==> src/rtl/product_integrator_if.sv <==
// Stream and result bundle between the mixer, the integrator
// and the I/Q readout logic.
interface product_integrator_if #(
   parameter int PRODUCT_W = 32,
   parameter int ACC_W     = 48,
   parameter int LEN_W     = 16
);
   logic                 trigger;
   logic [LEN_W-1:0]     length_in;
   logic                 write_enable_in;
   logic [PRODUCT_W-1:0] product_in;
   logic [ACC_W-1:0]     sum_out;
   logic                 sum_valid;
   logic                 overflow;
   logic                 busy;

   modport master (
      output trigger,
      output length_in,
      output write_enable_in,
      output product_in,
      input  sum_out,
      input  sum_valid,
      input  overflow,
      input  busy
   );

   modport slave (
      input  trigger,
      input  length_in,
      input  write_enable_in,
      input  product_in,
      output sum_out,
      output sum_valid,
      output overflow,
      output busy
   );
endinterface

==> src/rtl/product_integrator.sv <==
// Triggered boxcar integrator of signed mixer products with
// saturating accumulation and a sticky per-window overflow flag.
module product_integrator #(
   parameter int PRODUCT_W = 32,
   parameter int ACC_W     = 48,
   parameter int LEN_W     = 16
) (
   input logic                  clk,
   input logic                  rst_n,
   product_integrator_if.slave  bus
);

   typedef enum logic {
      IDLE,
      ACCUM
   } state_t;

   localparam logic [ACC_W-1:0] ACC_MAX =
      {1'b0, {(ACC_W-1){1'b1}}};
   localparam logic [ACC_W-1:0] ACC_MIN =
      {1'b1, {(ACC_W-1){1'b0}}};

   state_t           state_q, state_d;
   logic [LEN_W-1:0] len_q, len_d;
   logic [LEN_W-1:0] count_q, count_d;
   logic [ACC_W-1:0] acc_q, acc_d;
   logic             ovf_int_q, ovf_int_d;
   logic [ACC_W-1:0] sum_q, sum_d;
   logic             valid_q, valid_d;
   logic             ovf_out_q, ovf_out_d;

   logic [ACC_W:0]   sum_ext;
   logic             sat_hi;
   logic             sat_lo;
   logic [ACC_W-1:0] acc_sat;
   logic [LEN_W-1:0] count_inc;

   // One guard bit detects signed overflow of the add.
   assign sum_ext = {acc_q[ACC_W-1], acc_q}
      + {{(ACC_W+1-PRODUCT_W){bus.product_in[PRODUCT_W-1]}},
         bus.product_in};
   assign sat_hi = !sum_ext[ACC_W] && sum_ext[ACC_W-1];
   assign sat_lo = sum_ext[ACC_W] && !sum_ext[ACC_W-1];
   assign acc_sat = sat_hi ? ACC_MAX :
                    sat_lo ? ACC_MIN :
                    sum_ext[ACC_W-1:0];
   assign count_inc = count_q + 1'b1;

   always_comb begin
      state_d   = state_q;
      len_d     = len_q;
      count_d   = count_q;
      acc_d     = acc_q;
      ovf_int_d = ovf_int_q;
      sum_d     = sum_q;
      valid_d   = 1'b0;
      ovf_out_d = ovf_out_q;
      unique case (state_q)
         IDLE: begin
            if (bus.trigger && (bus.length_in != '0)) begin
               len_d     = bus.length_in;
               acc_d     = '0;
               count_d   = '0;
               ovf_int_d = 1'b0;
               state_d   = ACCUM;
            end
         end
         ACCUM: begin
            if (bus.write_enable_in) begin
               acc_d     = acc_sat;
               ovf_int_d = ovf_int_q | sat_hi | sat_lo;
               count_d   = count_inc;
               if (count_inc == len_q) begin
                  sum_d     = acc_sat;
                  ovf_out_d = ovf_int_q | sat_hi | sat_lo;
                  valid_d   = 1'b1;
                  state_d   = IDLE;
               end
            end
         end
         default: state_d = IDLE;
      endcase
   end

   always_ff @(posedge clk or negedge rst_n) begin
      if (!rst_n) begin
         state_q   <= IDLE;
         len_q     <= '0;
         count_q   <= '0;
         acc_q     <= '0;
         ovf_int_q <= 1'b0;
         sum_q     <= '0;
         valid_q   <= 1'b0;
         ovf_out_q <= 1'b0;
      end else begin
         state_q   <= state_d;
         len_q     <= len_d;
         count_q   <= count_d;
         acc_q     <= acc_d;
         ovf_int_q <= ovf_int_d;
         sum_q     <= sum_d;
         valid_q   <= valid_d;
         ovf_out_q <= ovf_out_d;
      end
   end

   assign bus.sum_out   = sum_q;
   assign bus.sum_valid = valid_q;
   assign bus.overflow  = ovf_out_q;
   assign bus.busy      = (state_q == ACCUM);

endmodule

==> src/flat_wrapper.sv <==
// flat-port wrapper written by rule: the top's interface ports become plain ports
module product_integrator_flat 
#(
   parameter int PRODUCT_W = 32,
   parameter int ACC_W     = 48,
   parameter int LEN_W     = 16
)
  (clk, rst_n, bus_trigger, bus_length_in, bus_write_enable_in, bus_product_in, bus_sum_out, bus_sum_valid, bus_overflow, bus_busy);
  product_integrator_if #(.PRODUCT_W(PRODUCT_W), .ACC_W(ACC_W), .LEN_W(LEN_W)) bus_i ();
  input logic clk;
  input logic rst_n;
  input wire logic [$bits(bus_i.trigger)-1:0] bus_trigger;
  input wire logic [$bits(bus_i.length_in)-1:0] bus_length_in;
  input wire logic [$bits(bus_i.write_enable_in)-1:0] bus_write_enable_in;
  input wire logic [$bits(bus_i.product_in)-1:0] bus_product_in;
  output wire logic [$bits(bus_i.sum_out)-1:0] bus_sum_out;
  output wire logic [$bits(bus_i.sum_valid)-1:0] bus_sum_valid;
  output wire logic [$bits(bus_i.overflow)-1:0] bus_overflow;
  output wire logic [$bits(bus_i.busy)-1:0] bus_busy;
  assign bus_i.trigger = bus_trigger;
  assign bus_i.length_in = bus_length_in;
  assign bus_i.write_enable_in = bus_write_enable_in;
  assign bus_i.product_in = bus_product_in;
  assign bus_sum_out = bus_i.sum_out;
  assign bus_sum_valid = bus_i.sum_valid;
  assign bus_overflow = bus_i.overflow;
  assign bus_busy = bus_i.busy;
  product_integrator #(.PRODUCT_W(PRODUCT_W), .ACC_W(ACC_W), .LEN_W(LEN_W)) u_core (.clk(clk), .rst_n(rst_n), .bus(bus_i));
endmodule
==> config.mk <==
export PLATFORM = sky130hd
export DESIGN_NAME = product_integrator_flat
export DESIGN_NICKNAME = d
export VERILOG_FILES = /design/src/rtl/product_integrator_if.sv /design/src/rtl/product_integrator.sv /design/src/flat_wrapper.sv
export SDC_FILE = /design/constraint.sdc
export NUM_CORES = 1
export LEC_CHECK = 0
export CORE_MARGIN = 2
export CORE_UTILIZATION = 57
export CTS_CLUSTER_DIAMETER = 40
export DETAILED_ROUTE_END_ITERATION = 8
export HOLD_SLACK_MARGIN = 0.08
export PLACE_DENSITY_LB_ADDON = 0.05
export SYNTH_ARGS = -nofsm -noshare
export SYNTH_HDL_FRONTEND = slang
export SYNTH_SLANG_ARGS = --single-unit
export TNS_END_PERCENT = 100
==> constraint.sdc <==
create_clock -name clk -period 4.5 [get_ports clk]
set_clock_uncertainty 0.1 [all_clocks]
set_input_delay 1.125 -clock clk [delete_from_list [all_inputs] [get_ports clk]]
set_output_delay 1.125 -clock clk [all_outputs]
set_load 0.005 [all_outputs]
==> impl_summary.md <==
Clock network
The cell sitting at the root of the clock tree is a sky130_fd_sc_hd__clkbuf_16. The number of clock sinks is about 130. Post-CTS timing repair inserted 0 buffers for setup. The clock-pin slew on the worst setup and hold paths is 0.06 ns. The longest clock path from root to sink contains 2 buffers. The CTS tree is built. The clock buffer count from CTS is 17. The clock latency reported for the late side of the worst-skew pair is 0.43 ns. CTS built an H-tree with a depth of 4.

Synthesis
The number of flops mapped to enable cells by yosys is 0. The synthesized netlist occupies a cell area of 8960 sq um. The register bit count reported by yosys is between 100 and 150.

Sequential cells were found to cover 36.9% of the synthesized design area. The commonest cells after synthesis are sky130_fd_sc_hd__dfrtp_1 (132), sky130_fd_sc_hd__nand2_1 (116), sky130_fd_sc_hd__nor2_1 (95), sky130_fd_sc_hd__a21oi_1 (94), sky130_fd_sc_hd__o21ai_0 (66). The share of async-settable or async-resettable flops after synthesis is between 90% and 100%. The average footprint of a synthesized cell is about 8.7 sq um.

The gate count of the mapped netlist is 1031. The number of nets in the synthesized netlist is 1133. Synthesis instantiated 64 different standard cells from the library. sky130_fd_sc_hd__dfrtp_1 takes more of the synthesized area than any other cell.

The number of warnings reported in the yosys synthesis log is 0. The leading register cell type out of synthesis is sky130_fd_sc_hd__dfrtp_1. In the post-synthesis netlist, the biggest area contributors are sky130_fd_sc_hd__dfrtp_1 (37%), sky130_fd_sc_hd__ha_1 (6.8%), sky130_fd_sc_hd__a21oi_1 (5.2%). In the post-synthesis netlist, the cell with the most instances is sky130_fd_sc_hd__dfrtp_1. The proportion of netlist area held by the largest area contributor is 36.9%.

Critical path
The most numerous cell type found on the critical path is sky130_fd_sc_hd__buf_4. STA puts the critical path data arrival time at 4.55 ns. The worst flop-to-flop path startpoint is u_core.count_q[0]. The largest single stage delay on the critical path is 0.53 ns.

The sum of buffers and inverters on the critical path is 5. The logic depth of the worst register-to-register path is 12. The reg-to-reg setup timing slack is 0.95 ns. In this run the worst path has a maximum fanout of 9. The kind of end point of the critical path is a register.

The required time of the worst setup path is 4.77 ns. The worst setup path is launched from a primary input. The gate family responsible for the most delay along the worst path is compound AO/OA/AOI/OAI gates.

The worst setup path is of the primary input to register kind. Walking the worst path, the cells encountered are clkdlybuf4s50_1 > buf_4 > buf_4 > ha_1 > a21o_1 > buf_4 > a21o_1 > a21oi_1 > o21a_1 > nor3_1 > o211ai_2 > a221oi_4 > nor2_1 > nor2_2 > buf_4 > a221o_1. The worst flop-to-flop path endpoint is u_core.bus.sum_out[39]. The highest-delay cell along the critical path is sky130_fd_sc_hd__nor3_1.

Layout
The share of final-layout standard cells stronger than drive strength 1 is between 10% and 20%. In the final design database the tool counted 1314 nets. 0 antenna diodes ended up in the layout.

The end-of-flow core utilization is 76.1%. The final design instance area without fill is 11600 sq um. The growth of design area from synthesis to finish is 29.6%.

Floorplan
The core box area is 15300 sq um. ~100 I/O pins were placed. The area of the die is 16700 sq um. Once the floorplan was initialized, standard cells occupied 58.7% of the core. The die span in y is 129 um.

The width of the chip is approximately 130 um. In this run the core area contains between 40 and 50 standard-cell rows.

GRT
The pin count of the biggest net entering global routing is around 120. Global routing used 32.4% of the available tracks across all layers. The wire length of the first global-routing pass is 42400 um.

The total overflow left after global routing is 0. The initial antenna violation count is 0. The via count of the first global-routing pass is 8256.

Worst hold path
For hold timing, the worst endpoint is u_core.bus.sum_out[11]. In this run the worst hold path is classified as register to register. The worst hold path depth is 2. In this run the most critical hold path is launched from u_core.bus.sum_out[11].

Detailed routing
The number of DRC markers after the initial detailed-route iteration is 807. The pre-antenna-repair detailed-routing pass consisted of 6 iterations. The total via count after detailed routing is 8671. After detailed routing, the number of vias per cell comes to 6.04.

The final wirelength is approximately 26000 um. The final routed DRC violation total is 0. The number of antenna-violating nets in the routed design is 0. The routed length per placed instance is 18.3 um.

STA
The post-route fraction of the period consumed by the critical path is 95.2%. The hold violation count in the final report was 0. Derived from the worst setup path, the maximum achievable clock frequency is about 230 MHz.

Setup violations remaining at the end of the flow were counted as 0. For the pin with the worst max-slew slack, the measured transition is 1.12 ns. The number of slew-limit violations in the final report is 0. Setup repair after global routing left no endpoint under its margin. The routed design could run at a clock period as short as 4.28 ns.

The worst-case headroom to the max-slew limit is 24.7%.

Placed design
Once placement finished, the instance area stood at 11000 sq um. The count of port buffers added during placement is ~100. The detailed-placement wirelength estimate is between 15000 and 20000 um. The congestion estimate from routability-driven global placement came to 0.998.

Outcome
The flow ran to the end, and the final reports show no timing, DRC or antenna violations.

Run
The tool flagged a number of max-cap violations equal to 0.

Power
The static leakage is 5.21 nW. The overall power after layout is 8.65 mW. The total power divided by cell area is 744 nW/um^2.

The maximum resistive drop on vdd is 0.391 mV.
[worst max path at each step]
stage               slack [ns]                      to          startpoint  depth (start not counted)
floorplan                 0.56  u_core.bus.sum_out[40]   bus_product_in[0]                         13
global placement         -0.17        u_core.acc_q[45]  bus_product_in[10]                         15
detailed placement       -0.25  u_core.bus.sum_out[36]  bus_product_in[10]                         14
CTS                       0.15  u_core.bus.sum_out[36]  bus_product_in[10]                         14
global route             0.002  u_core.bus.sum_out[36]   bus_product_in[0]                         15
finish                    0.22        u_core.acc_q[34]  bus_product_in[31]                         16
[per-layer routing]
layer  up-vias  track usage [%]  wire length, um
li1       4141                -                -
met3        42             5.49             1610
met1      4179             45.3            12000
met2       309             51.5            12100
met4         0             10.3              556
met5         -                0                0
[state kept, by name (all words and copies together) (netlist names)]
| register | count |
|---|---|
| u_core.bus.sum_out | 48 |
| u_core.len_q | 16 |
| u_core.ovf_int_q | 1 |
| u_core.bus.busy | 1 |
| u_core.bus.overflow | 1 |
| u_core.count_q | 16 |
| u_core.acc_q | 48 |
| u_core.bus.sum_valid | 1 |
[area by class of cell]
type,count,area [sq um]
clock inverters,14,186
well taps,211,264
inverters,19,71.3
multi-input cells,811,5290
clock buffers,18,439
repair buffers,231,2070
fillers,1140,3640
flip-flops and latches,132,3300
[cell usage in the layout (no fill, tap or decap), types with 14 or more instances in the layout]
cell type / count
sky130_fd_sc_hd__a21oi_1: 94
sky130_fd_sc_hd__inv_1: 19
sky130_fd_sc_hd__nand4_1: 21
sky130_fd_sc_hd__o21ai_0: 66
sky130_fd_sc_hd__buf_4: 123
sky130_fd_sc_hd__o31ai_1: 36
sky130_fd_sc_hd__ha_1: 49
sky130_fd_sc_hd__xnor2_1: 42
sky130_fd_sc_hd__a21o_1: 28
sky130_fd_sc_hd__nand2_1: 116
sky130_fd_sc_hd__nor2_1: 92
sky130_fd_sc_hd__and3_1: 14
sky130_fd_sc_hd__clkdlybuf4s50_1: 101
sky130_fd_sc_hd__clkbuf_16: 17
sky130_fd_sc_hd__o21ai_1: 17
sky130_fd_sc_hd__xor2_1: 27
sky130_fd_sc_hd__mux2_2: 18
sky130_fd_sc_hd__nand3_1: 23
sky130_fd_sc_hd__dfrtp_1: 132
sky130_fd_sc_hd__a221o_1: 32
[logic make-up after synthesis]
kind of cell             synth area share (%)
multiplexers                             2.48
adder cells (fa/ha/maj)                  7.40
buffers and inverters                    4.41
XOR/XNOR                                 6.74
flip-flops                               36.9
AND/OR/NAND/NOR                          16.3
AO/OA/AOI/OAI                            25.8
[worst reg2reg max path, cell delays in order, from the launching register on]
cell                       delay [ns]
sky130_fd_sc_hd__dfrtp_1         0.44
sky130_fd_sc_hd__ha_1            0.29
sky130_fd_sc_hd__and3_1          0.31
sky130_fd_sc_hd__and3_4          0.25
sky130_fd_sc_hd__and3_4          0.22
sky130_fd_sc_hd__and3_1          0.22
sky130_fd_sc_hd__xnor2_1         0.16
sky130_fd_sc_hd__nor4b_1         0.25
sky130_fd_sc_hd__nand4b_1        0.12
sky130_fd_sc_hd__or3_2           0.47
sky130_fd_sc_hd__buf_4           0.26
sky130_fd_sc_hd__nor2_1          0.23
sky130_fd_sc_hd__a21oi_1         0.09
[report_power, final]
part / switching, mW / internal (mW) / total, mW
Sequential: 0.191 / 1.47 / 1.66
Clock: 0.602 / 0.903 / 1.51
Combinational: 3.06 / 2.43 / 5.48
[through the flow]
step / hold slack [ns] / setup TNS (ns) / setup slack [ns] / cells
2_1_floorplan: 0.354 / 0 / 0.562 / 1031
3_3_place_gp: 0.359 / -7.48 / -0.166 / 1404
4_1_cts: 0.380 / 0 / 0.150 / 1436
3_5_place_dp: 0.366 / -15.11 / -0.247 / 1404
6_report: 0.372 / 0 / 0.218 / 1436
5_1_grt: 0.393 / 0 / 0.00166 / 1436
[what timing repair did]
item	4_1_cts	5_1_grt
gates resized for setup	0	2
endpoints found under the setup margin	0	7
hold buffers	0	0
hold endpoints to repair	0	0
Note: power is estimated with default switching activity, not from simulation.
